[src/rtl/connect_queue.sv]
// connect_queue: first-word-fall-through elastic FIFO that registers the data path and cuts valid/ready chains
module connect_queue #(
  parameter int DATA_WIDTH = 32,
  parameter int ADDR_WIDTH = 2
) (
  input  logic                  CLK,
  input  logic                  RST,
  input  logic                  RECEIVE_VALID,
  input  logic [DATA_WIDTH-1:0] RECEIVE_DATA,
  output logic                  RECEIVE_READY,
  output logic                  SEND_VALID,
  output logic [DATA_WIDTH-1:0] SEND_DATA,
  input  logic                  SEND_READY,
  output logic [ADDR_WIDTH:0]   COUNT
);
  localparam int DEPTH = 2 ** ADDR_WIDTH;
  localparam logic [ADDR_WIDTH:0] FULL = (ADDR_WIDTH + 1)'(DEPTH);
  logic [DATA_WIDTH-1:0] mem_q [DEPTH];
  logic [ADDR_WIDTH-1:0] wr_ptr_q, wr_ptr_d, rd_ptr_q, rd_ptr_d;
  logic [ADDR_WIDTH:0]   count_q, count_d;
  logic                  push, pop;
  assign RECEIVE_READY = count_q != FULL;
  assign SEND_VALID    = count_q != '0;
  assign SEND_DATA     = mem_q[rd_ptr_q];
  assign COUNT         = count_q;
  always_comb begin
    push     = RECEIVE_VALID & RECEIVE_READY;
    pop      = SEND_VALID & SEND_READY;
    wr_ptr_d = push ? wr_ptr_q + ADDR_WIDTH'(1) : wr_ptr_q;
    rd_ptr_d = pop ? rd_ptr_q + ADDR_WIDTH'(1) : rd_ptr_q;
    count_d  = (push & ~pop) ? count_q + (ADDR_WIDTH + 1)'(1) :
               (pop & ~push) ? count_q - (ADDR_WIDTH + 1)'(1) : count_q;
  end
  always_ff @(posedge CLK) begin
    if (RST) begin
      wr_ptr_q <= '0;
      rd_ptr_q <= '0;
      count_q  <= '0;
    end else begin
      wr_ptr_q <= wr_ptr_d;
      rd_ptr_q <= rd_ptr_d;
      count_q  <= count_d;
    end
  end
  always_ff @(posedge CLK) begin
    if (!RST && push) mem_q[wr_ptr_q] <= RECEIVE_DATA;
  end
endmodule

[config.mk]
export PLATFORM = sky130hd
export DESIGN_NAME = connect_queue
export DESIGN_NICKNAME = d
export VERILOG_FILES = /design/src/rtl/connect_queue.sv
export SDC_FILE = /design/constraint.sdc
export NUM_CORES = 1
export LEC_CHECK = 0
export BUFFER_PORTS_ARGS = -buffer_cell sky130_fd_sc_hd__buf_4
export CAP_MARGIN = 0
export CELL_PAD_IN_SITES_DETAIL_PLACEMENT = 0
export CELL_PAD_IN_SITES_GLOBAL_PLACEMENT = 1
export CORE_MARGIN = 2
export CORE_UTILIZATION = 44
export DETAILED_ROUTE_END_ITERATION = 7
export HOLD_SLACK_MARGIN = 0.1
export PLACE_DENSITY = 0.8
export SETUP_SLACK_MARGIN = 0.5
export SYNTH_ARGS = -nofsm -noshare
export SYNTH_HDL_FRONTEND = slang
export SYNTH_SLANG_ARGS = --single-unit
export TNS_END_PERCENT = 10
[constraint.sdc]
create_clock -name CLK -period 3.4 [get_ports CLK]
set_input_delay 0.17 -clock CLK [delete_from_list [all_inputs] [get_ports CLK]]
set_output_delay 0.17 -clock CLK [all_outputs]
set_load 0.02 [all_outputs]
# After elaboration in Yosys (flattened, before gate mapping)

Memory sizes are Yosys's and may differ from the RTL's. A register that Yosys moved wholly into a read port is not among the register bits.
Cells that the tools add are included.

Register bits: 7
Bits in writable memories: 128
Input port bits: 36
Memories: 1

Memory list:

| name  | words | bits a word | rd ports | clocked after memory_dff | write ports | line | RTL |
|---|---|---|---|---|---|---|---|
| mem_q | 4     | 32          | 1        | 1                        | 1           | 18   | `logic [DATA_WIDTH-1:0] mem_q [DEPTH];` |

$add $sub $neg: 4
Eq/ne operators: 1
Mux-type cells: 6
Bitwise logic cells: 6
Reduce and logical (&&, ||, !) cells: 4

Operator list:

| operator                                                            | number |
|---|---|
| 3-bit 2-to-1 mux                                                    | 2 |
| 2-bit by 1-bit adder with 2-bit output (second input constant)      | 2 |
| 1-bit AND                                                           | 4 |
| 2-bit 2-to-1 mux                                                    | 2 |
| 3-bit by 1-bit adder with 3-bit output (second input constant)      | 1 |
| 3-bit inequality test (second input constant)                       | 1 |
| 3-bit nonzero test                                                  | 1 |
| 3-bit by 1-bit subtractor with 3-bit output (second input constant) | 1 |
| 1-bit 2-to-1 mux                                                    | 2 |
| 1-bit inverter                                                      | 2 |
| 2-bit nonzero test                                                  | 1 |
| 1-bit logical AND                                                   | 1 |
| 1-bit zero test                                                     | 1 |

# Longest topological paths before layout

Depth after elaboration: 6
Depth in mapped cells: 9
Mapped depth without buffers: 9

# Worst setup path after synthesis

No wires, ideal clock.

Path kind: register -> register
Start point: register count_q[0], in the netlist COUNT[0]
End point: memory mem_q[1][0], enable pin
Library setup time: 0.468 ns
Arrival: 3.283 ns
Required time: 2.932 ns
Path slack: -0.351 ns
Stages on the path, launching flop included: 4
Path buffers: 0
Clock period less this slack: 3.751 ns
Cell sequence: dfxtp_1 or3b_4 nand2_4 nor3b_1

Word-level cells in the longest chain between the ends: 5

Ends and longest elaborated chain:

| what                                   | line | RTL |
|---|---|---|
| start, declared                        | 20   | `logic [ADDR_WIDTH:0] count_q, count_d;` |
| start signal, assigned                 | 42   | `count_q <= count_d;` |
| 3-bit inequality test                  | 22   | `assign RECEIVE_READY = count_q != FULL;` |
| net RECEIVE_READY                      | 10   | `output logic RECEIVE_READY,` |
| 1-bit AND                              | 27   | `push = RECEIVE_VALID & RECEIVE_READY;` |
| 1-bit logical AND                      | 46   | `if (!RST && push) mem_q[wr_ptr_q] <= RECEIVE_DATA;` |
| 1-bit 2-to-1 mux                       | 46   |  |
| 1-bit 2-to-1 mux (not written as such) | 46   |  |
| end, declared                          | 18   |  |

The timed path passes the listed nets, and every way through them passes these cells.

==> out/results.tsv <==
stage	metric	value	unit
outcome	outcome	completed	
sta	total negative slack	0	ps
detailed_routing	number of vias after detailed routing	2508	
die	Row Count	39	
cells_and_area	combined flip-flop and latch cell area	0.004026	mm^2
logic_synthesis	sequential area share after synthesis	79.08	%
global_routing	Total GRT Usage	15.67	%
logic_synthesis	top cells by area in the synthesized netlist	edfxtp_1 (76%), mux4_2 (14%), dfxtp_1 (3.5%)	
sta	Rel. slew slack	41.00	%
power_and_ir_drop	total chip power	5.132	mW
logic_synthesis	synth unique cells	23	
logic_synthesis	summed instance area of the synthesized netlist	0.005089	mm^2
sta	maximum operating frequency	414.1	MHz
placement	HPWL reported at the end of detailed placement	5298	um
global_routing	overflow left after global routing	0	
critical_path	signal arrival time at the worst endpoint	2240	ps
critical_path	end of the worst register-to-register path	COUNT[2]	
detailed_routing	final WL	9013	um
critical_path	reg2reg start	COUNT[1]	
logic_synthesis	most numerous cell in the Yosys netlist	edfxtp_1	
logic_synthesis	async set or reset register ratio after synthesis	0	%
clocking	clock transition time at the flip-flop clock pins of the worst setup and hold paths	60	ps
die	Die X-Extent	111.5	um
logic_synthesis	net count after synthesis	257	
placement	Worst Setup Slack post-DPL	1159	ps
global_routing	initial antenna violation count	0	
placement	routability-driven placement congestion ratio	0.7114	
die	die area	0.01244	mm^2
logic_synthesis	Yosys top cell by area	edfxtp_1	
cells_and_area	final std cells w/o fill	494	
critical_path	cell depth of the worst flop-to-flop path	7	
sta	final worst setup slack	985.3	ps
critical_path	capture point of the critical path	SEND_DATA[27]	
clocking	clock tree root buffer cell	clkbuf_16	
logic_synthesis	synthesized instance count	215	
cells_and_area	footprint of the multi-input gates	0.001026	mm^2
power_and_ir_drop	Power per Cell Area	754.1	mW/mm^2
logic_synthesis	Yosys warning count	0	
global_routing	number of global-route vias before repair	2762	
die	Chip Height	111.5	um
sta	number of hold violations in the final report	0	
clocking	CTS tree	built	
detailed_routing	1st-iter DRT viols	86	
cells_and_area	Final #Nets	380	
global_routing	global-route wire length before repair	14520	um
detailed_routing	remaining routing DRC violations	0	
logic_synthesis	fraction of synthesized cell area taken by the top area cell type	75.53	%
critical_path	data required time of the worst path	3230	ps
detailed_routing	number of detailed-routing iterations run before antenna repair	4	
sta	max-slew violations	0	
sta	transition time of the tightest slew-check pin	885.0	ps
min_path	worst hold path class	in2reg	
cells_and_area	Antenna diodes	0	
clocking	Clock Tree Buf Depth	2	
sta	fraction of the cycle the final worst path needs	71.02	%
critical_path	Worst Setup End Kind	output port	
power_and_ir_drop	peak supply drop	0.4255	mV
die	total I/O pin count	73	
sta	final worst path period need	2415	ps
detailed_routing	drt via density	5.077	
power_and_ir_drop	static power due to leakage	2.365	nW
sta	hold slack final	134.5	ps
logic_synthesis	Synth Area per Inst	23.67	um^2
clocking	TritonCTS buffer count	17	
sta	final worst clock skew	8.068	ps
global_routing	maximum number of pins on one net before global-route repair	33	
critical_path	register-to-register setup slack	1160	ps
logic_synthesis	most common flop cell mapped by yosys	edfxtp_1	
clocking	clock latency on the worst-skew pair	400	ps
critical_path	highest net fanout along the worst path	22	
clocking	clk sink count	137	
detailed_routing	DR WL/cell	18.24	um
clocking	htree depth	4	
run	maximum capacitance violations	0	
placement	Placed Instances	429	
die	Core Region	0.01137	mm^2
sta	final setup vio count	0	
cells_and_area	layout overhead on the synthesized area	33.74	%
detailed_routing	post-route antenna net violation count	0	
logic_synthesis	synth cell count leaders	edfxtp_1 (128), mux4_2 (32), dfxtp_1 (9)	
clocking	post-CTS setup buffers	0	
sta	RSZ-0062 raised after global routing	false	
critical_path	critical path class	reg2out	
die	starting density of the core	44.76	%
logic_synthesis	number of flip-flops and latches in the synthesized netlist	137	
critical_path	startpoint class of the critical path	flip-flop	
cells_and_area	Filler Cell Count	817	
cells_and_area	share of final-layout standard cells stronger than drive strength 1	43.59	%
logic_synthesis	EDFF count, synth	128	
placement	number of input and output port buffers inserted	72	
kinds of logic after synthesis:
logic type	after synthesis	share of synthesized area [%]
compound gates	4	0.5162
mux	35	14.85
xor+xnor	4	0.6884
simple gates	17	2.090
buf+inv	12	1.156
fa+ha+maj	6	1.623
flops	137	79.08
layer usage:
| metal | wire (um) | vias up | GRT usage, % |
|---|---|---|---|
| met5 | 0 | - | 0 |
| met4 | 103 | 0 | 6.337 |
| met3 | 335 | 8 | 4.845 |
| met2 | 4511 | 56 | 26.14 |
| met1 | 4063 | 1304 | 19.27 |
| li1 | - | 1140 | - |
worst min path at each step:
stage	start	endpoint	depth (start not counted)
after global routing	RECEIVE_VALID	wr_ptr_q[1]	4
final	RECEIVE_VALID	wr_ptr_q[1]	4
after detailed placement	RECEIVE_DATA[27]	mem_q[3][27]	1
after floorplan	RECEIVE_DATA[0]	mem_q[0][0]	0
after global placement	RECEIVE_DATA[27]	mem_q[2][27]	1
after CTS	RECEIVE_VALID	wr_ptr_q[1]	4
worst max-delay path, stage by stage (launching register included):
cell	delay, ps
dfxtp_2	590
buf_4	480
mux4_2	590
buf_4	180
cells in the final DEF (no fill, tap or decap), drive strengths merged:
cell	instances
o21ai	1
mux4	32
nor3b	4
fa	1
mux2	1
edfxtp	128
dfxtp	9
o31ai	1
a21oi	1
buf	79
bufinv	4
clkinvlp	4
dlygate4sd3	33
nand2	1
or3b	1
mux2i	2
o311ai	1
ha	5
clkinv	7
nor2	7
inv	4
xor2	4
nand2b	2
clkbuf	17
or3	2
where the power goes:
group          total, mW  internal [mW]  switching [mW]
clock network       1.86           1.21           0.647
logic               1.18          0.603           0.575
registers           2.09           1.97           0.118
final cells by class:
class                      instances  share of cell area, %
tap                              143                  2.629
sequential                       137                  59.17
clock inverter                    15                  2.684
inverter                           4                 0.2574
clock buffer                      17                  6.251
timing repair buffer             112                  13.94
multi-input combinational         66                  15.08
registers in the layout (all words and copies together) (netlist names), named ones only:
signal	flops
mem_q	128
COUNT	3
rd_ptr_q	2
wr_ptr_q	2
repair_timing:
item / CTS / global route
gates resized for setup: 0 / 0
hold buffers: 33 / 0
hold endpoints to repair: 135 / 0
endpoints found under the setup margin: 0 / 0
through the flow:
| stage | util, % | cell area (um^2) |
|---|---|---|
| floorplan | - | 5089 |
| global placement | 51.60 | 5867 |
| detailed placement | 51.60 | 5867 |
| CTS | 59.85 | 6805 |
| global route | 59.85 | 6805 |
| finish | 59.85 | 6805 |
No activity file was read; power rests on OpenSTA's default activity.
